## src/rtl/perf_counter_sequencer_pkg.sv

```systemverilog
// Shared types and constants for the performance-counter snapshot sequencer:
// FSM states, CPU slave map, counter address layout and section-walk helpers.
package perf_counter_sequencer_pkg;

    typedef enum logic [2:0] {
        ST_IDLE       = 3'd0,
        ST_CLEAR      = 3'd1,
        ST_GO         = 3'd2,
        ST_WAIT       = 3'd3,
        ST_RD_ISSUE   = 3'd4,
        ST_RD_CAPTURE = 3'd5,
        ST_STOP       = 3'd6
    } seq_state_e;

    localparam logic [2:0] ADDR_CTRL         = 3'd0;
    localparam logic [2:0] ADDR_INTERVAL     = 3'd1;
    localparam logic [2:0] ADDR_STATUS       = 3'd2;
    localparam logic [2:0] ADDR_FIFO_DATA    = 3'd3;
    localparam logic [2:0] ADDR_SAMPLE_COUNT = 3'd4;

    localparam int PC_STRIDE      = 4;
    localparam int PC_OFF_TIME_LO = 0;
    localparam int PC_OFF_TIME_HI = 1;
    localparam int PC_OFF_EVENT   = 2;
    localparam int PC_OFF_END     = PC_OFF_TIME_LO;
    localparam int PC_OFF_BEGIN   = PC_OFF_TIME_HI;

    localparam logic [31:0] PC_CLEAR_DATA = 32'd1;
    localparam logic [31:0] INTERVAL_MIN  = 32'd16;

    function automatic logic [3:0] pc_word_addr(input logic [1:0] sec, input int off);
        return 4'(int'(sec) * PC_STRIDE + off);
    endfunction

    // {found, index} of the lowest masked section above cur
    function automatic logic [2:0] sec_next_up(input logic [3:0] mask, input logic [1:0] cur);
        logic [2:0] r;
        r = '0;
        for (int i = 3; i >= 0; i--) begin
            if (i > int'(cur) && mask[i]) r = {1'b1, 2'(i)};
        end
        return r;
    endfunction

    // {found, index} of the highest masked section below cur
    function automatic logic [2:0] sec_next_down(input logic [3:0] mask, input logic [1:0] cur);
        logic [2:0] r;
        r = '0;
        for (int i = 0; i < 4; i++) begin
            if (i < int'(cur) && mask[i]) r = {1'b1, 2'(i)};
        end
        return r;
    endfunction

    function automatic logic [1:0] sec_highest(input logic [3:0] mask);
        logic [1:0] r;
        r = '0;
        for (int i = 0; i < 4; i++) begin
            if (mask[i]) r = 2'(i);
        end
        return r;
    endfunction

    // FIFO words produced by one snapshot: three per masked section
    function automatic logic [3:0] snap_words(input logic [3:0] mask);
        logic [3:0] w;
        w = '0;
        for (int i = 0; i < 4; i++) begin
            if (mask[i]) w = w + 4'd3;
        end
        return w;
    endfunction

endpackage

```

## src/rtl/perf_snap_fifo.sv

```systemverilog
// Synchronous snapshot FIFO: DEPTH x 32 storage, level output, push and pop
// may occur in the same cycle (level then unchanged).
module perf_snap_fifo #(
    parameter int DEPTH = 16,
    localparam int AW    = $clog2(DEPTH),
    localparam int LVL_W = AW + 1
) (
    input  logic             clk,
    input  logic             reset_n,
    input  logic             push,
    input  logic [31:0]      push_data,
    input  logic             pop,
    output logic [31:0]      pop_data,
    output logic [LVL_W-1:0] level,
    output logic             empty,
    output logic             full
);

    logic [31:0]      mem [DEPTH];
    logic [AW-1:0]    wr_ptr_q, wr_ptr_d;
    logic [AW-1:0]    rd_ptr_q, rd_ptr_d;
    logic [LVL_W-1:0] level_q, level_d;
    logic             push_ok;
    logic             pop_ok;

    assign empty    = (level_q == '0);
    assign full     = (level_q == LVL_W'(DEPTH));
    assign push_ok  = push && !full;
    assign pop_ok   = pop && !empty;
    assign level    = level_q;
    assign pop_data = mem[rd_ptr_q];

    always_comb begin
        wr_ptr_d = wr_ptr_q;
        rd_ptr_d = rd_ptr_q;
        level_d  = level_q;
        if (push_ok) wr_ptr_d = wr_ptr_q + 1'b1;
        if (pop_ok)  rd_ptr_d = rd_ptr_q + 1'b1;
        if (push_ok && !pop_ok)      level_d = level_q + 1'b1;
        else if (!push_ok && pop_ok) level_d = level_q - 1'b1;
    end

    always_ff @(posedge clk) begin
        if (push_ok) mem[wr_ptr_q] <= push_data;
    end

    always_ff @(posedge clk or negedge reset_n) begin
        if (!reset_n) begin
            wr_ptr_q <= '0;
            rd_ptr_q <= '0;
            level_q  <= '0;
        end else begin
            wr_ptr_q <= wr_ptr_d;
            rd_ptr_q <= rd_ptr_d;
            level_q  <= level_d;
        end
    end

endmodule

```

## src/rtl/perf_counter_sequencer.sv

```systemverilog
// Drives a section-based performance counter: clears and starts the masked
// sections, periodically snapshots them into a FIFO, and stops them on disable.
module perf_counter_sequencer
    import perf_counter_sequencer_pkg::*;
#(
    parameter int FIFO_DEPTH = 16
) (
    input  logic        clk,
    input  logic        reset_n,
    input  logic [2:0]  s_address,
    input  logic        s_read,
    input  logic        s_write,
    input  logic [31:0] s_writedata,
    output logic [31:0] s_readdata,
    output logic [3:0]  pc_address,
    output logic        pc_write,
    output logic        pc_begintransfer,
    output logic [31:0] pc_writedata,
    input  logic [31:0] pc_readdata
);

    localparam int LVL_W = $clog2(FIFO_DEPTH) + 1;

    seq_state_e  state_q, state_d;
    logic        ctrl_enable_q, ctrl_enable_d;
    logic [2:0]  ctrl_mask_hi_q, ctrl_mask_hi_d;
    logic        start_pending_q, start_pending_d;
    logic [31:0] interval_q, interval_d;
    logic        overflow_q, overflow_d;
    logic [31:0] sample_count_q, sample_count_d;
    logic [31:0] cnt_q, cnt_d;
    logic [3:0]  run_mask_q, run_mask_d;
    logic [1:0]  sec_q, sec_d;
    logic [1:0]  word_q, word_d;
    logic [31:0] s_readdata_q, s_readdata_d;
    logic        pc_write_q, pc_write_d;
    logic        pc_bt_q, pc_bt_d;
    logic [3:0]  pc_address_q, pc_address_d;
    logic [31:0] pc_writedata_q, pc_writedata_d;

    logic             fifo_push;
    logic             fifo_pop;
    logic [31:0]      fifo_rdata;
    logic [LVL_W-1:0] fifo_level;
    logic             fifo_empty;
    logic             fifo_full;
    logic [LVL_W-1:0] fifo_free;
    logic [LVL_W-1:0] snap_need;
    logic [3:0]       ctrl_mask;
    logic [31:0]      reload_val;
    logic             busy;
    logic [2:0]       nxt_sec;

    // Section 0 carries the counter's global enable, so it is always in the mask
    assign ctrl_mask  = {ctrl_mask_hi_q, 1'b1};
    assign reload_val = interval_q - 32'd1;
    assign busy       = (state_q != ST_IDLE);
    assign fifo_free  = LVL_W'(FIFO_DEPTH) - fifo_level;
    assign snap_need  = LVL_W'(snap_words(run_mask_q));
    assign fifo_pop   = s_read && (s_address == ADDR_FIFO_DATA) && !fifo_empty;

    perf_snap_fifo #(
        .DEPTH (FIFO_DEPTH)
    ) u_fifo (
        .clk       (clk),
        .reset_n   (reset_n),
        .push      (fifo_push),
        .push_data (pc_readdata),
        .pop       (fifo_pop),
        .pop_data  (fifo_rdata),
        .level     (fifo_level),
        .empty     (fifo_empty),
        .full      (fifo_full)
    );

    always_comb begin
        state_d         = state_q;
        ctrl_enable_d   = ctrl_enable_q;
        ctrl_mask_hi_d  = ctrl_mask_hi_q;
        start_pending_d = start_pending_q;
        interval_d      = interval_q;
        overflow_d      = overflow_q;
        sample_count_d  = sample_count_q;
        cnt_d           = cnt_q;
        run_mask_d      = run_mask_q;
        sec_d           = sec_q;
        word_d          = word_q;
        fifo_push       = 1'b0;
        nxt_sec         = '0;
        s_readdata_d    = '0;
        pc_write_d      = 1'b0;
        pc_bt_d         = 1'b0;
        pc_address_d    = '0;
        pc_writedata_d  = '0;

        if (s_write) begin
            case (s_address)
                ADDR_CTRL: begin
                    ctrl_enable_d  = s_writedata[0];
                    ctrl_mask_hi_d = s_writedata[7:5];
                    if (s_writedata[0] && !ctrl_enable_q) start_pending_d = 1'b1;
                    if (!s_writedata[0])                  start_pending_d = 1'b0;
                end
                ADDR_INTERVAL: interval_d = (s_writedata < INTERVAL_MIN) ? INTERVAL_MIN : s_writedata;
                ADDR_STATUS:   if (s_writedata[1]) overflow_d = 1'b0;
                default: ;
            endcase
        end

        if (s_read) begin
            case (s_address)
                ADDR_CTRL:         s_readdata_d = {24'd0, ctrl_mask, 3'd0, ctrl_enable_q};
                ADDR_INTERVAL:     s_readdata_d = interval_q;
                ADDR_STATUS:       s_readdata_d = {16'd0, 8'(fifo_level), 6'd0, overflow_q, busy};
                ADDR_FIFO_DATA:    s_readdata_d = fifo_empty ? 32'd0 : fifo_rdata;
                ADDR_SAMPLE_COUNT: s_readdata_d = sample_count_q;
                default:           s_readdata_d = '0;
            endcase
        end

        case (state_q)
            ST_IDLE: begin
                if (start_pending_q) begin
                    start_pending_d = 1'b0;
                    run_mask_d      = ctrl_mask;
                    state_d         = ST_CLEAR;
                end
            end
            ST_CLEAR: begin
                sec_d   = 2'd0;
                state_d = ST_GO;
            end
            ST_GO: begin
                nxt_sec = sec_next_up(run_mask_q, sec_q);
                if (nxt_sec[2]) begin
                    sec_d = nxt_sec[1:0];
                end else begin
                    cnt_d   = reload_val;
                    state_d = ST_WAIT;
                end
            end
            ST_WAIT: begin
                if (!ctrl_enable_q) begin
                    sec_d   = sec_highest(run_mask_q);
                    state_d = ST_STOP;
                end else if (cnt_q == 32'd0) begin
                    // Only start a snapshot that is guaranteed to fit entirely
                    if (fifo_free >= snap_need) begin
                        sec_d   = 2'd0;
                        word_d  = 2'd0;
                        state_d = ST_RD_ISSUE;
                    end else begin
                        cnt_d      = reload_val;
                        overflow_d = 1'b1;
                    end
                end else begin
                    cnt_d = cnt_q - 32'd1;
                end
            end
            ST_RD_ISSUE: state_d = ST_RD_CAPTURE;
            ST_RD_CAPTURE: begin
                fifo_push = 1'b1;
                if (word_q != 2'd2) begin
                    word_d  = word_q + 2'd1;
                    state_d = ST_RD_ISSUE;
                end else begin
                    nxt_sec = sec_next_up(run_mask_q, sec_q);
                    if (nxt_sec[2]) begin
                        sec_d   = nxt_sec[1:0];
                        word_d  = 2'd0;
                        state_d = ST_RD_ISSUE;
                    end else begin
                        sample_count_d = sample_count_q + 32'd1;
                        cnt_d          = reload_val;
                        if (!ctrl_enable_q) begin
                            sec_d   = sec_highest(run_mask_q);
                            state_d = ST_STOP;
                        end else begin
                            state_d = ST_WAIT;
                        end
                    end
                end
            end
            ST_STOP: begin
                nxt_sec = sec_next_down(run_mask_q, sec_q);
                if (nxt_sec[2]) sec_d = nxt_sec[1:0];
                else            state_d = ST_IDLE;
            end
            default: state_d = ST_IDLE;
        endcase

        // Counter bus is registered from the next state so it lines up with the FSM
        case (state_d)
            ST_CLEAR: begin
                pc_write_d     = 1'b1;
                pc_bt_d        = 1'b1;
                pc_address_d   = pc_word_addr(2'd0, PC_OFF_END);
                pc_writedata_d = PC_CLEAR_DATA;
            end
            ST_GO: begin
                pc_write_d   = 1'b1;
                pc_bt_d      = 1'b1;
                pc_address_d = pc_word_addr(sec_d, PC_OFF_BEGIN);
            end
            ST_RD_ISSUE: begin
                pc_bt_d      = 1'b1;
                pc_address_d = pc_word_addr(sec_d, PC_OFF_TIME_LO + int'(word_d));
            end
            ST_STOP: begin
                pc_write_d   = 1'b1;
                pc_bt_d      = 1'b1;
                pc_address_d = pc_word_addr(sec_d, PC_OFF_END);
            end
            default: ;
        endcase
    end

    always_ff @(posedge clk or negedge reset_n) begin
        if (!reset_n) begin
            state_q         <= ST_IDLE;
            ctrl_enable_q   <= 1'b0;
            ctrl_mask_hi_q  <= '0;
            start_pending_q <= 1'b0;
            interval_q      <= INTERVAL_MIN;
            overflow_q      <= 1'b0;
            sample_count_q  <= '0;
            cnt_q           <= '0;
            run_mask_q      <= '0;
            sec_q           <= '0;
            word_q          <= '0;
            s_readdata_q    <= '0;
            pc_write_q      <= 1'b0;
            pc_bt_q         <= 1'b0;
            pc_address_q    <= '0;
            pc_writedata_q  <= '0;
        end else begin
            state_q         <= state_d;
            ctrl_enable_q   <= ctrl_enable_d;
            ctrl_mask_hi_q  <= ctrl_mask_hi_d;
            start_pending_q <= start_pending_d;
            interval_q      <= interval_d;
            overflow_q      <= overflow_d;
            sample_count_q  <= sample_count_d;
            cnt_q           <= cnt_d;
            run_mask_q      <= run_mask_d;
            sec_q           <= sec_d;
            word_q          <= word_d;
            s_readdata_q    <= s_readdata_d;
            pc_write_q      <= pc_write_d;
            pc_bt_q         <= pc_bt_d;
            pc_address_q    <= pc_address_d;
            pc_writedata_q  <= pc_writedata_d;
        end
    end

    assign s_readdata       = s_readdata_q;
    assign pc_write         = pc_write_q;
    assign pc_begintransfer = pc_bt_q;
    assign pc_address       = pc_address_q;
    assign pc_writedata     = pc_writedata_q;

endmodule

```

## config.mk

```make
export PLATFORM = sky130hd
export DESIGN_NAME = perf_counter_sequencer
export DESIGN_NICKNAME = d
export VERILOG_FILES = /design/src/rtl/perf_counter_sequencer_pkg.sv /design/src/rtl/perf_snap_fifo.sv /design/src/rtl/perf_counter_sequencer.sv
export SDC_FILE = /design/constraint.sdc
export NUM_CORES = 1
export LEC_CHECK = 0
export CORE_ASPECT_RATIO = 0.75
export CORE_UTILIZATION = 54
export CTS_CLUSTER_DIAMETER = 40
export DETAILED_ROUTE_END_ITERATION = 6
export HOLD_SLACK_MARGIN = 0.15
export PLACE_DENSITY = 0.73
export SLEW_MARGIN = 20
export SYNTH_ARGS = -nofsm -noshare
export SYNTH_HDL_FRONTEND = slang
export SYNTH_HIERARCHICAL = 1
export SYNTH_SLANG_ARGS = --single-unit
```

## constraint.sdc

```tcl
create_clock -name clk -period 4.7 [get_ports clk]
set_input_delay 1.175 -clock clk [delete_from_list [all_inputs] [get_ports clk]]
set_output_delay 1.175 -clock clk [all_outputs]
set_load 0.01 [all_outputs]
```

-- After elaboration in Yosys (flattened, before gate mapping)
Memory sizes are Yosys's and may differ from the RTL's.
Cells that the tools add are included.
- reductions and logical operators: 32
- mux-type cells: 75
- order comparisons: 8
- equal/unequal tests: 21
- $add $sub $neg: 14
- bitwise logic cells: 2
- operators with widths (operator ; number):
    $mux 32 ; 9
    $pmux 32 s5 ; 1
    $pmux 32 s3 ; 1
    $sub 32x1->32 const B ; 2
    $mux 3 ; 19
    $add 32x1->32 const B ; 1
    $logic_not 32->1 ; 1
    $lt 32x5->1 const B ; 1
    $mux 2 ; 16
    $pmux 3 s7 ; 1
    $mux 1 ; 20
    $eq 3x3->1 const B ; 6
    $eq 3x2->1 const B ; 5
    $logic_and 1x1->1 ; 13
    $add 4x1->4 const B ; 3
    $add 4x2->4 const B ; 3
    $mux 4 ; 3
    $pmux 4 s3 ; 1
    $mux 5 ; 2
    $ne 2x2->1 const B ; 5
    $pmux 2 s5 ; 1
    $eq 3x1->1 const B ; 3
    $logic_not 3->1 ; 2
    $reduce_and 2->1 ; 3
    22 further kinds ; 30
- logic and storage cells: 172
- input bits: 71
- output and inout port bits: 70
- register bits: 196
- bits in writable memories: 512
- memories kept: 1
- memories (name ; depth ; bits a word ; read ports ; clocked after Yosys merged registers in ; wr ports ; line ; source):
    u_fifo.mem ; 16 ; 32 ; 1 ; 0 ; 1 ; perf_snap_fifo.sv:19 ; logic [31:0] mem [DEPTH];

-- Depth between registers and ports, before layout
Gate-level depths: netlist (run 1).
- word-level depth: 15
- mapped depth: 14
- gate-level depth less buffers: 13

-- Hierarchy
The synthesis (run 1) kept the hierarchy.
- by module, submodules not included (module ; area each (um2) ; instances ; cells an instance):
    perf_snap_fifo ; 20382.0 ; 1 ; 1009
    perf_counter_sequencer ; 8700.8 ; 1 ; 922

-- Worst setup path before layout (run 1)
OpenSTA, ideal clock, no wires.
- path kind: input-to-reg
- from: input s_address[2]
- to: register u_fifo.level_q[4], in the netlist u_fifo/level[4]
- slack: 0.739 ns
- arrival time: 3.881 ns
- stages on the path: 13
- cells stage by stage: clkbuf_1 nor4b_1 clkbuf_1 and2_1 o21a_1 inv_2 ha_1 inv_1 ha_1 a21o_1 a21oi_1 mux2i_1 xnor2_1
- cells in the longest elaborated chain, start to end: 7
- elaborated cells on any way between the ends: 9
- those cells by class: eq/ne: 1; mux: 1; reduce/logical: 7
- ends and longest elaborated chain (element ; line ; source):
    start: declaration ; perf_counter_sequencer.sv:10 ; input logic [2:0] s_address,
    $eq 3x2->1 * ; perf_counter_sequencer.sv:60 ; assign fifo_pop = s_read && (s_address == ADDR_FIFO_DATA) && !fifo_empty;
    $logic_and 1x1->1 * (2 in series) ; perf_counter_sequencer.sv:60 ;
    net fifo_pop ; perf_counter_sequencer.sv:42 ; logic fifo_pop;
    $logic_and 1x1->1 * ; perf_snap_fifo.sv:29 ; assign pop_ok = pop && !empty;
    $logic_not 1->1 ; perf_snap_fifo.sv:39 ; if (push_ok && !pop_ok) level_d = level_q + 1'b1;
    $logic_and 1x1->1 ; perf_snap_fifo.sv:39 ;
    $mux 5 / $reduce_bool 2->1 (equally long branches) ; n/a ;
    end signal: assignment ; perf_snap_fifo.sv:55 ; level_q <= level_d;
    end: declaration ; perf_snap_fifo.sv:22 ; logic [LVL_W-1:0] level_q, level_d;
Mark *: on every way through the listed nets, which the timed path passes. The rest lies on a longest branch.
A chain may end at the register's enable or synchronous reset.

-- Worst setup path after layout (run 1)
- from: register run_mask_q[2]
- to: register cnt_q[0]
- cells in the longest elaborated chain, start to end: 7
- elaborated cells on any way between the ends: 14
- those cells by class: add/sub: 1; order compare: 1; eq/ne: 3; mux: 7; reduce/logical: 2
- ends and longest elaborated chain (element ; line ; source):
    start: declaration ; perf_counter_sequencer.sv:32 ; logic [3:0] run_mask_q, run_mask_d;
    start signal: assignment ; perf_counter_sequencer.sv:245 ; run_mask_q <= run_mask_d;
    parallel branches: the longest is 6 deep, another holds $ge 5x4->1 ; n/a ;
    $reduce_and 6->1 (no source line) * ; n/a ;
    end signal: assignment ; perf_counter_sequencer.sv:244 ; cnt_q <= cnt_d;
    end: declaration ; perf_counter_sequencer.sv:31 ; logic [31:0] cnt_q, cnt_d;
Every way passes the cells marked *. The select of a mux whose other input is x is not followed.

==> results of run 1 <==
[routing by layer]
layer,track usage,up-vias
met4,0.09213,4
li1,-,7824
met3,0.06671,124
met1,0.3933,9139
met2,0.4052,916
met5,0,-
[worst max path at each step]
stage	startpoint	depth (start not counted)	slack, ns	end
after global routing	run_mask_q[2]$_DFFE_PN0P_	10	0.74	cnt_q[27]$_DFFE_PN0P_
after global placement	s_address[1]	13	0.75	u_fifo/level[4]$_DFFE_PN0P_
after floorplan	s_address[2]	13	0.74	u_fifo/level[4]$_DFFE_PN0P_
final	run_mask_q[2]$_DFFE_PN0P_	10	0.93	cnt_q[0]$_DFFE_PN0P_
after detailed placement	s_address[1]	13	0.73	u_fifo/level[4]$_DFFE_PN0P_
after CTS	run_mask_q[1]$_DFFE_PN0P_	10	0.99	cnt_q[0]$_DFFE_PN0P_
[cell usage in the layout, fill, tap and decap left out, types with 16 or more instances in the layout]
master and instances:
sky130_fd_sc_hd__nor3_1 39, sky130_fd_sc_hd__o21ai_1 18, sky130_fd_sc_hd__nand2_1 99, sky130_fd_sc_hd__edfxtp_1 512
sky130_fd_sc_hd__ha_1 19, sky130_fd_sc_hd__conb_1 31, sky130_fd_sc_hd__inv_1 24, sky130_fd_sc_hd__xnor2_1 46
sky130_fd_sc_hd__nand3_1 30, sky130_fd_sc_hd__a22oi_1 41, sky130_fd_sc_hd__dfrtp_1 162, sky130_fd_sc_hd__a221oi_1 71
sky130_fd_sc_hd__o21ai_0 70, sky130_fd_sc_hd__xor2_1 28, sky130_fd_sc_hd__nand4_1 16, sky130_fd_sc_hd__clkdlybuf4s50_1 108
sky130_fd_sc_hd__clkbuf_16 80, sky130_fd_sc_hd__a222oi_1 22, sky130_fd_sc_hd__mux2i_1 135, sky130_fd_sc_hd__buf_4 47
sky130_fd_sc_hd__nor2_1 93, sky130_fd_sc_hd__mux4_2 62, sky130_fd_sc_hd__a22o_1 34, sky130_fd_sc_hd__nor4_1 27
sky130_fd_sc_hd__a21oi_1 54
[area by class of cell]
cell class,count,area share
sequential,677,0.5822
antenna,2,0.0001493
clock buffer,88,0.06093
inverter,26,0.002912
timing repair buffer,164,0.04812
multi-input combinational,1115,0.2653
clock inverter,52,0.01385
tap,712,0.02658
[state kept, by name, indices dropped and copies added, names as in the netlist]
signal,cells
state_q,3
sec_q,2
ctrl_enable_q,1
overflow_q,1
sample_count_q,32
s_readdata,32
ctrl_mask_hi_q,3
cnt_q,32
u_fifo/rd_ptr_q,4
pc_address,4
interval_q,32
start_pending_q,1
u_fifo/wr_ptr_q,4
pc_begintransfer,1
u_fifo/mem,512
pc_write,1
word_q,2
run_mask_q,4
u_fifo/level,5
pc_writedata,1
[stage by stage]
stage / total power, W / util / instances
2_1_floorplan: 0.01085 / - / 1960
3_3_place_gp: 0.01203 / 0.5837 / 2693
3_5_place_dp: 0.01216 / 0.5837 / 2693
4_1_cts: 0.01801 / 0.6309 / 2833
5_1_grt: 0.01877 / 0.6315 / 2834
6_report: 0.01800 / 0.6316 / 2836
[worst reg2reg max path: stages, from the launching register on]
cell	delay [ns]
sky130_fd_sc_hd__dfrtp_1	0.49
sky130_fd_sc_hd__inv_1	0.17
sky130_fd_sc_hd__fa_1	0.55
sky130_fd_sc_hd__xnor2_1	0.13
sky130_fd_sc_hd__ha_1	0.24
sky130_fd_sc_hd__nand2b_1	0.14
sky130_fd_sc_hd__a211o_1	0.31
sky130_fd_sc_hd__a2111o_1	0.55
sky130_fd_sc_hd__and3_1	0.62
sky130_fd_sc_hd__nor3_1	0.37
sky130_fd_sc_hd__a311oi_2	0.06
[power groups by stage]
stage	sequential [W]	combinational [W]	clock (W)
2_1_floorplan	0.00722	0.00363	0
3_3_place_gp	0.00763	0.00440	0
5_1_grt	0.00761	0.00497	0.00619
4_1_cts	0.00753	0.00453	0.00595
3_5_place_dp	0.00765	0.00451	0
6_report	0.00756	0.00457	0.00587
==> results.txt, run 1 <==
- Outcome: complete, but fails checks
* Violated checks: DRC
- Clock-pin slew was measured on the worst setup and hold paths at 0.06 ns.
* Worst Hold End: sample_count_q[31]$_DFFE_PN0P_
* Leakage power: 11.92 nW
- Of the cells placed in the final design, the portion with a size suffix greater than 1 is 0.1428.
- Buffer type at the clock tree root: sky130_fd_sc_hd__clkbuf_16
* Startpoint-to-endpoint class of the critical path: register to register
- Post-DP HPWL: 45,430 um
* Switch Pwr: 0.005812 W
- Setup violations remaining at the end of the flow were counted as 0.
- Cell family with most CP delay: simple AND/OR/NAND/NOR gates
* Number of setup buffers added after CTS: 0
- RSZ-0062 raised after global routing: no
- Once detail routing completed, the nets flagged for antenna violations numbered 0.
- Required arrival time at the worst endpoint: 5.15 ns
* YS warnings: 6
- Fraction of power consumed by sequential logic: 0.420
- The placed instances occupy a cell area of 30,980 um^2.
* Met2 wire length: 33,020 um
* Die H: 203.0 um
- Relative slew margins: 0.2641
- Register-to-register setup slack: 0.93 ns
* Area delta synth->final: 15.26%
- For the worst setup path, the data arrival time is 4.22 ns.
- Hold buffer count at cts: 0
- Uppermost layer routed: met5
- Across all layers, the routed design uses 18,010 vias.
* Part of the total power dissipated in the clock network: 0.326
- Worst-margin pin slew: 1.104 ns
- The detailed router put a total of 31,000 um of wire on met1.
- The count of final hold-check violations is 0.
- Critical register-to-register path startpoint: run_mask_q[2]$_DFFE_PN0P_
- Depth of the worst register-to-register path: 10
* Peak Freq: 265.3 MHz
- CTS Sinks: 677
- Of all nets on the critical path, the largest fanout is 28.
- Clock Latency Late Sink: 0.62 ns
- STA classifies the critical path startpoint as a register.
- The via count of the first global-routing pass is 17,610.
- Max Cap Viol: 0
- Each instance of the synthesized netlist takes up on average 15.07 um^2.
- Smallest setup slack after layout: 0.9301 ns
- Across every metal layer, demand over resource in global routing totals 0.2719.
* Initial Utilization: 0.5479
- Slowest-stage cell, CP: sky130_fd_sc_hd__and3_1
- The first global-routing pass estimated 110,400 um of wire.
- The core region is 53,070 um^2.
- The number of pins exceeding their max-slew limit in the final report was 0.
- Power per cell area: 537.0 nW/um^2
- Crit end category: register
- Of the total power, the share spent switching nets is 0.3230.
* Hold path startpoint: sample_count_q[31]$_DFFE_PN0P_
* Number of I/O pins: 141
- Buffers placed on the I/O ports in this run total 109.
* CTS tree: yes
* HP Class: register to register
- The first TritonRoute pass finished after 7 iterations.
- Clock buffers created by TritonCTS: 77
- Final worst path period share: 0.8021
- Htree depth: 3
- Std-Cell Rows: 73
- Post-layout net count: 2,153
* Total Neg Setup Slack: 0 ns
- P_int: 0.01218 W
* Design area: 33,510 um^2
- From left edge to right edge, the die measures 269.9 um.
- After detailed routing, the number of vias per cell comes to 6.349.
- Number of fill cells: 3,773
- Largest net degree at the start of global routing: 99
- Area taken by flip-flops and latches: 19,510 um^2
* DRT iter0 DRCs: 2,239
* Number of remaining DRC errors: 12
- Worst hold slack: 0.4791 ns
* Die outline area: 54,790 um^2
- Endpoint of the lowest-slack register-to-register path: cnt_q[0]$_DFFE_PN0P_
* Fin Clk Skew: 0.02103 ns
- In this design, the stage delay of the slowest critical-path cell is 0.61 ns.
- RD Place Congestion: 0.9868
- Combinational cell fraction of total power: 0.254
* Maximum clock path buffer count: 3
- Wire segments on met3 add up to 7304 um in the final route.
- After detailed routing, the average wire length per cell comes to 25.87 um.
- After detailed routing, the total wire length is 73,380 um.
- Prior to clock tree synthesis, the placed netlist has a worst setup slack of 0.7344 ns.
* Maximum vdd drop: 0.0004037 V
- The multi-input combinational cells in the finished layout cover a total of 8890 um^2.
- Subtracting the final worst setup slack from the clock period gives 3.770 ns.
* Cell chain of the critical path: inv_1 > fa_1 > xnor2_1 > ha_1 > nand2b_1 > a211o_1 > a2111o_1 > and3_1 > nor3_1 > a311oi_2
- Synth Instances: 1,930
- Buffers plus inverters on the worst setup path: 1
* Netlist Area Pre-Place: 29,080 um^2
- The number of gates resized after CTS was 0.
- Number of antenna violations at the first check in global routing: 4
- Counting instances, the worst hold path has a depth of 1.
- Global route overflow: 0
Power figures use the tool's default switching activity.
==> inputs of run 2 (changes only) <==
==> constraint.sdc (replaced) <==
create_clock -name clk -period 3.8 [get_ports clk]
set_input_delay 0.95 -clock clk [delete_from_list [all_inputs] [get_ports clk]]
set_output_delay 0.95 -clock clk [all_outputs]
set_load 0.01 [all_outputs]
==> results.txt, run 2 (synthesis gave the netlist of run 1 again) <==
- Outcome: complete, but fails checks (unchanged)
* Violated checks: DRC (unchanged)
- Relative slew margins: 0.2837 (was 0.2641)
- Area of the core: 53,070 um^2 (unchanged)
* Die H: 203.0 um (unchanged)
* Post-layout net count: 2,166 (was 2,153)
- CTS tree: yes (unchanged)
* Post-DP HPWL: 45,830 um (was 45,430 um)
- CTS Sinks: 677 (unchanged)
* Overall power: 0.02233 W (was 0.01800 W)
- The part of the total power dissipated in sequential elements came to 0.415 (was 0.420).
* Routed via count divided by cell count: 6.311 (was 6.349)
* Largest net degree at the start of global routing: 79 (was 99)
- Critical register-to-register path startpoint: run_mask_q[2]$_DFFE_PN0P_ (unchanged)
* Total Neg Setup Slack: 0 ns (unchanged)
- The total wirelength of the detailed-routed design came to 73,550 um (was 73,380 um).
- Cell chain of the critical path: inv_1 > fa_1 > xnor2_1 > ha_1 > nand2b_1 > a211o_1 > a2111o_1 > and3_1 > buf_4 > a21oi_1 > o22ai_1 (was inv_1 > fa_1 > xnor2_1 > ha_1 > nand2b_1 > a211o_1 > a2111o_1 > and3_1 > nor3_1 > a311oi_2).
- The part of the power in the clock network came to 0.318 (was 0.326).
- Wire length of the first global-routing pass: 109,800 um (was 110,400 um)
- The via count of the first global-routing pass came to 17,490 (was 17,610).
- Initial Utilization: 0.5479 (unchanged)
* Max Cap Viol: 0 (unchanged)
* Clock Latency Late Sink: 0.62 ns (about the same)
- Top library cells by usage in the layout, fill and taps aside: sky130_fd_sc_hd__edfxtp_1 (512), sky130_fd_sc_hd__dfrtp_1 (162), sky130_fd_sc_hd__mux2i_1 (135), sky130_fd_sc_hd__clkdlybuf4s50_1 (108), sky130_fd_sc_hd__nand2_1 (99) (unchanged).
- The overall die area was 54,790 um^2 (unchanged).
- The port buffer count came to 109 (unchanged).
- The cell area after placement is 31,240 um^2 (was 30,980 um^2).
* Slowest-stage cell, CP: sky130_fd_sc_hd__a2111o_1 (was sky130_fd_sc_hd__and3_1)
- The number of cells in the design after placement was 2,708 (was 2,693).
- Count of TritonRoute iterations in the first routing pass: 7 (unchanged)
- Setup-violating endpoint count in the final report: 0 (unchanged)
* Required arrival time at the worst endpoint: 4.29 ns (was 5.15 ns)
- The final-layout fill cell count came to 3,749 (was 3,773).
* Launch point of the worst path: run_mask_q[2]$_DFFE_PN0P_ (unchanged)
* Clock period minus final worst setup slack: 3.574 ns (was 3.770 ns)
* Final cell count without fillers: 2,847 (was 2,836)
* Critical Path Max Stage Delay: 0.55 ns (was 0.61 ns)
- Worst hold slack: 0.3843 ns (was 0.4791 ns)
* Net Sw Frac: 0.3231 (was 0.3230)
- The largest fanout on the critical path was 14 (was 28).
- Htree depth: 3 (unchanged)
* Std-Cell Rows: 73 (unchanged)
* Arrival time of data at the critical path endpoint: 4.07 ns (was 4.22 ns)
* Critical Path Start Type: register (unchanged)
- Crit end category: register (unchanged)
- Most common cell after layout, fill and taps aside: sky130_fd_sc_hd__edfxtp_1 (unchanged)
- The post-cts hold buffer count was 0 (unchanged).
* Startpoint-to-endpoint class of the critical path: register to register (unchanged)
* Switch Pwr: 0.007215 W (was 0.005812 W)
- The routability congestion estimate was 0.9679 (was 0.9868).
* Number of remaining DRC errors: 3 (was 12)
* DRT iter0 DRCs: 2,065 (was 2,239)
- The number of antenna violations at the first check in global routing was 3 (was 4).
* HP Class: primary input to async pin (was register to register)
- Endpoint of the lowest-slack register-to-register path: cnt_q[18]$_DFFE_PN0P_ (was cnt_q[0]$_DFFE_PN0P_)
* Die extent in x: 269.9 um (unchanged)
* Peak Freq: 279.8 MHz (was 265.3 MHz)
- The count of vias placed by the detailed router was 17,970 (was 18,010).
* Maximum vdd drop: 0.0005020 V (was 0.0004037 V)
- Termination of the worst setup path: cnt_q[18]$_DFFE_PN0P_ (was cnt_q[0]$_DFFE_PN0P_)
- The share of total power in combinational logic was 0.267 (was 0.254).
* Fin Clk Skew: 0.02274 ns (was 0.02103 ns)
- The number of pins exceeding their max-slew limit in the final report is 0 (unchanged).
- Global route overflow: 0 (unchanged)
* Worst-margin pin slew: 1.063 ns (was 1.104 ns)
- Per-cell routed wire length: 25.83 um (was 25.87 um)
- The number of gates given a new drive strength after cts is 0 (unchanged).
- The number of buffers created by CTS is 75 (was 77).
* Flip-flop count of the largest register after layout: 512 (unchanged)
* Combined global-route utilization of all metal layers: 0.2709 (was 0.2719)
* Final ANT Viol Nets: 0 (unchanged)
- Maximum clock path buffer count: 3 (unchanged)
- The register name with the most flops is u_fifo/mem (unchanged).
* RSZ-0062 raised after global routing: no (unchanged)
* Buffer type at the clock tree root: sky130_fd_sc_hd__clkbuf_16 (unchanged)
* Proportion of layout cells with a drive suffix above 1: 0.1477 (was 0.1428)
* Register-to-register setup slack: 0.23 ns (was 0.93 ns)
- Power per cell area: 662.6 nW/um^2 (was 537.0 nW/um^2)
* Area delta synth->final: 15.91% (was 15.26%)
- P_int: 0.01512 W (was 0.01218 W)
- The depth of the worst register-to-register path came to 11 (was 10).
* Final worst path period share: 0.9404 (was 0.8021)
- Clock-pin slew reported for the worst setup and hold paths after clock tree synthesis: 0.06 ns (about the same)
- The reported leakage power came to 11.97 nW (was 11.92 nW).
- The boundary pin count came to 141 (unchanged).
- Number of setup buffers added after CTS: 0 (unchanged)
* Endpoints failing hold: 0 (unchanged)
* Design area: 33,700 um^2 (was 33,510 um^2)
[run 2: cell count changes in the layout (fill, tap and decap cells not counted), sizes merged]
cell	previous run	this run
bufinv	3	4
inv	46	42
clkinvlp	6	7
buf	56	71
clkbuf	88	86
[run 2: power groups by stage]
stage | Clock, W | Sequential (W) | Combinational (W)
after global placement | 0 | 0.00936 | 0.00573
after global routing | 0.00745 | 0.00933 | 0.00647
after detailed placement | 0 | 0.00939 | 0.00587
after CTS | 0.00717 | 0.00924 | 0.00592
final | 0.00709 | 0.00927 | 0.00596
after floorplan | 0 | 0.00893 | 0.00450
[run 2: layer usage]
layer	routed length [um]	global-route usage	up-vias
met5	31	0	-
met4	1882	0.08726	6
met3	7525	0.07286	141
met2	33030	0.4010	839
met1	31080	0.3916	9144
li1	-	-	7836
[run 2: area by class of cell]
type / count / area [um^2] / share of cell area
flip-flops and latches: 677 / 19510 / 0.5790
clock buffers: 86 / 1959 / 0.05814
diodes: 2 / 5.005 / 0.0001485
multi-input cells: 1115 / 8920 / 0.2647
clock inverters: 50 / 466.7 / 0.01385
repair buffers: 179 / 1851 / 0.05491
well taps: 712 / 890.9 / 0.02643
inverters: 26 / 97.59 / 0.002896
[run 2: metrics by stage]
stage	utilization	worst slack (ns)
after detailed placement	0.5887	0.1284
final	0.6351	0.2264
after floorplan	-	0.06385
after global placement	0.5887	0.1937
after global routing	0.6350	0.03695
after CTS	0.6344	0.2982
[run 2: worst min-delay path by stage]
| stage | cells past startpoint | to | startpoint | slack [ns] |
|---|---|---|---|---|
| floorplan | 1 | sample_count_q[31]$_DFFE_PN0P_ | sample_count_q[31]$_DFFE_PN0P_ | 0.44 |
| global placement | 1 | sample_count_q[31]$_DFFE_PN0P_ | sample_count_q[31]$_DFFE_PN0P_ | 0.46 |
| detailed placement | 1 | sample_count_q[31]$_DFFE_PN0P_ | sample_count_q[31]$_DFFE_PN0P_ | 0.47 |
| CTS | 1 | cnt_q[18]$_DFFE_PN0P_ | reset_n | 0.40 |
| global route | 1 | cnt_q[18]$_DFFE_PN0P_ | reset_n | 0.44 |
| finish | 1 | cnt_q[19]$_DFFE_PN0P_ | reset_n | 0.38 |
[run 2: worst max-delay path: cells and delay by family, from the launching register on]
family / cells / cell delay, ns
XOR/XNOR: 1 / 0.13
AO/OA/AOI/OAI: 4 / 1.10
adder cells (fa/ha/maj): 2 / 0.78
flip-flops: 1 / 0.48
AND/OR/NAND/NOR: 2 / 0.53
buffers and inverters: 2 / 0.42
==> inputs of run 3 (changes only) <==
--- a/config.mk
+++ b/config.mk
@@ -6,11 +6,11 @@
 export NUM_CORES = 1
 export LEC_CHECK = 0
 export CORE_ASPECT_RATIO = 0.75
-export CORE_UTILIZATION = 54
+export CORE_UTILIZATION = 50
 export CTS_CLUSTER_DIAMETER = 40
 export DETAILED_ROUTE_END_ITERATION = 6
 export HOLD_SLACK_MARGIN = 0.15
-export PLACE_DENSITY = 0.73
+export PLACE_DENSITY = 0.68
 export SLEW_MARGIN = 20
 export SYNTH_ARGS = -nofsm -noshare
 export SYNTH_HDL_FRONTEND = slang
==> results.txt, run 3 (synthesis gave the netlist of run 1 again) <==
* Met1 track demand over resource: 0.3791 (was 0.3916)
* Clock Latency Late Sink: 0.62 ns (about the same)
* Htree depth: 3 (unchanged)
- Worst-margin pin slew: 0.8133 ns (was 1.063 ns)
- The total setup violations reported at the end of the flow is 0 (unchanged).
* Cell chain of the critical path: inv_1 > fa_1 > xnor2_1 > ha_1 > nand2b_1 > a211o_1 > a2111o_1 > and3_1 > buf_12 > o21ai_0 > o21ai_1 (was inv_1 > fa_1 > xnor2_1 > ha_1 > nand2b_1 > a211o_1 > a2111o_1 > and3_1 > buf_4 > a21oi_1 > o22ai_1)
- The max-cap violation count is 0 (unchanged).
* CTS Sinks: 677 (unchanged)
- Die extent in x: 280.5 um (was 269.9 um)
* Die outline area: 59,130 um^2 (was 54,790 um^2)
* Initial Utilization: 0.5063 (was 0.5479)
- Maximum vdd drop: 0.0004234 V (was 0.0005020 V)
- DRT iter0 DRCs: 2,067 (was 2,065)
* Vias in the first global route: 17,530 (was 17,490)
* Required arrival time at the worst endpoint: 4.28 ns (was 4.29 ns)
- The reg-to-reg startpoint is run_mask_q[2]$_DFFE_PN0P_ (unchanged).
- The largest fanout on the critical path was 19 (was 14).
- The slack of the worst reg-to-reg path is 0.29 ns (was 0.23 ns).
- Clock buffers created by TritonCTS: 78 (was 75)
* Area delta synth->final: 17.39% (was 15.91%)
- Area of the core: 57,440 um^2 (was 53,070 um^2)
- Arrival time of data at the critical path endpoint: 3.99 ns (was 4.07 ns)
- The reported leakage power was 12.10 nW (was 11.97 nW).
- Busiest metal layer after global routing: met1 (was met2)
- The aggregate negative setup slack is 0 ns (unchanged).
- The count of final hold-check violations was 0 (unchanged).
- The share of cells above drive strength 1 was 0.1483 (was 0.1477).
* Post-DP HPWL: 46,050 um (was 45,830 um)
* Crit end category: register (unchanged)
- The number of detailed-routing iterations run before antenna repair came to 7 (unchanged).
- The register name with the most flops is u_fifo/mem (unchanged).
- Startpoint-to-endpoint class of the critical path: register to register (unchanged)
* Per-cell routed wire length: 25.60 um (was 25.83 um)
- Number of remaining DRC errors: 25 (was 3)
- The met2 layer usage reported by global route came to 0.3760 (was 0.4010).
- Depth of the worst register-to-register path: 11 (unchanged)
- Top library cells by usage in the layout, fill and taps aside: sky130_fd_sc_hd__edfxtp_1 (512), sky130_fd_sc_hd__dfrtp_1 (162), sky130_fd_sc_hd__mux2i_1 (135), sky130_fd_sc_hd__clkdlybuf4s50_1 (108), sky130_fd_sc_hd__nand2_1 (99) (unchanged)
* HP Class: primary input to async pin (unchanged)
- The number of gates given a new drive strength after cts came to 0 (unchanged).
- The highest attainable clock frequency is 285.2 MHz (was 279.8 MHz).
* Combinational cell fraction of total power: 0.262 (was 0.267)
* Number of setup buffers added after CTS: 0 (unchanged)
* Number of fill cells: 4,304 (was 3,749)
- Die H: 210.8 um (was 203.0 um)
- # port buffers: 109 (unchanged)
- The routability congestion estimate came to 0.9657 (was 0.9679).
* Vias: 17,830 (was 17,970)
- Relative slew margins: 0.4528 (was 0.2837)
- Maximum clock path buffer count: 3 (unchanged)
* Wire length of the first global-routing pass: 111,700 um (was 109,800 um)
- The global-route usage over all layers is 0.2581 (was 0.2709).
* Fraction of power consumed by sequential logic: 0.401 (was 0.415)
* Part of the total power dissipated in the clock network: 0.337 (was 0.318)
- Fin Clk Skew: 0.02261 ns (was 0.02274 ns)
- The most common cell after layout, fill and taps aside is sky130_fd_sc_hd__edfxtp_1 (unchanged).
- Violated checks: DRC (unchanged)
- The total wirelength of the detailed-routed design was 74,700 um (was 73,550 um).
- The number of antenna violations at the first check in global routing was 4 (was 3).
- Routed via count divided by cell count: 6.110 (was 6.311)
- The kind of launch point of the worst setup path is a register (unchanged).
- The number of nets in the layout came to 2,163 (was 2,166).
- The launching instance or port of the critical path was run_mask_q[2]$_DFFE_PN0P_ (unchanged).
- Final worst path period share: 0.9228 (was 0.9404)
- Endpoint of the lowest-slack register-to-register path: cnt_q[31]$_DFFE_PN0P_ (was cnt_q[18]$_DFFE_PN0P_)
* Outcome: complete, but fails checks (unchanged)
- Number of I/O pins: 141 (unchanged)
* Global route overflow: 0 (unchanged)
* Largest net degree at the start of global routing: 67 (was 79)
* Final ANT Viol Nets: 0 (unchanged)
- Std-Cell Rows: 76 (was 73)
- Overall power: 0.02301 W (was 0.02233 W)
- The buffer type at the clock tree root is sky130_fd_sc_hd__clkbuf_16 (unchanged).
- The met3 usage is 0.07809 (was 0.07286).
- RSZ-0062 raised after global routing: no (unchanged).
* P_int: 0.01571 W (was 0.01512 W)
* Critical Path Max Stage Delay: 0.54 ns (was 0.55 ns)
- The master of the slowest instance on the critical path is sky130_fd_sc_hd__fa_1 (was sky130_fd_sc_hd__a2111o_1).
* Clock period minus final worst setup slack: 3.507 ns (was 3.574 ns)
- Max-slew violation count: 0 (unchanged)
* Switch Pwr: 0.007299 W (was 0.007215 W)
- Hold buffer count at cts: 0 (unchanged)
* CTS tree: yes (unchanged)
* Final core area utilization: 0.5943 (was 0.6351)
- Clock-pin slew reported for the worst setup and hold paths after clock tree synthesis: 0.06 ns (about the same)
* Power per cell area: 674.0 nW/um^2 (was 662.6 nW/um^2)
* Net Sw Frac: 0.3173 (was 0.3231)
- The capturing element of the worst setup path is cnt_q[31]$_DFFE_PN0P_ (was cnt_q[18]$_DFFE_PN0P_).
* Flip-flop count of the largest register after layout: 512 (unchanged)
run 3: cell count changes in the layout (fill, tap and decap cells not counted), moves of 3 or more:
cell / previous run / this run
sky130_fd_sc_hd__buf_4: 52 / 37
sky130_fd_sc_hd__clkbuf_16: 76 / 83
sky130_fd_sc_hd__bufinv_16: 4 / 8
sky130_fd_sc_hd__clkbuf_1: 8 / 11
sky130_fd_sc_hd__buf_12: 17 / 26
run 3: cell type report:
class	instances	area (um^2)	area share
Multi-Input combinational cell	1115	8915	0.2612
Antenna cell	1	2.502	0.00007331
Timing Repair Buffer	173	1918	0.05619
Clock inverter	52	594.3	0.01741
Clock buffer	94	2118	0.06206
Inverter	26	97.59	0.002859
Sequential cell	677	19510	0.5716
Tap cell	780	975.9	0.02859
run 3: how the worst min path moves through the flow:
| stage | startpoint | end | slack (ns) | cells after the start |
|---|---|---|---|---|
| floorplan | sample_count_q[31]$_DFFE_PN0P_ | sample_count_q[31]$_DFFE_PN0P_ | 0.44 | 1 |
| detailed placement | sample_count_q[17]$_DFFE_PN0P_ | sample_count_q[17]$_DFFE_PN0P_ | 0.49 | 1 |
| CTS | reset_n | s_readdata[10]$_DFF_PN0_ | 0.31 | 1 |
| global placement | sample_count_q[8]$_DFFE_PN0P_ | sample_count_q[8]$_DFFE_PN0P_ | 0.47 | 1 |
| finish | reset_n | s_readdata[10]$_DFF_PN0_ | 0.31 | 1 |
| global route | reset_n | s_readdata[10]$_DFF_PN0_ | 0.33 | 1 |
run 3: layer usage:
| metal | vias up | wire [um] |
|---|---|---|
| met3 | 114 | 7120 |
| met5 | - | 28 |
| li1 | 7836 | - |
| met2 | 760 | 32810 |
| met4 | 4 | 1617 |
| met1 | 9115 | 33120 |
run 3: stage by stage:
stage	hold WS [ns]	setup slack [ns]	area [um^2]	instances
finish	0.3118	0.2933	34130	2918
CTS	0.3069	0.3448	34100	2916
global placement	0.4708	0.1903	31390	2770
detailed placement	0.4872	0.1726	31390	2770
floorplan	0.4406	0.06385	29210	1960
global route	0.3341	0.1559	34130	2917
run 3: critical path: cells and delay by family (launching register included):
kind                       cells  cell delay, ns
DFF                            1            0.48
buffers and inverters          2            0.37
xor gates and xnor gates       1            0.13
adders and majority gates      2            0.78
and+or+nand+nor                2            0.52
AOI/OAI and AO/OA              4            1.10
run 3: power by group through the flow:
stage / combinational (W) / sequential (W) / clock [W]
final: 0.00603 / 0.00922 / 0.00776
after global routing: 0.00654 / 0.00929 / 0.00819
after floorplan: 0.00450 / 0.00893 / 0
after CTS: 0.00601 / 0.00920 / 0.00787
after detailed placement: 0.00599 / 0.00934 / 0
after global placement: 0.00587 / 0.00932 / 0
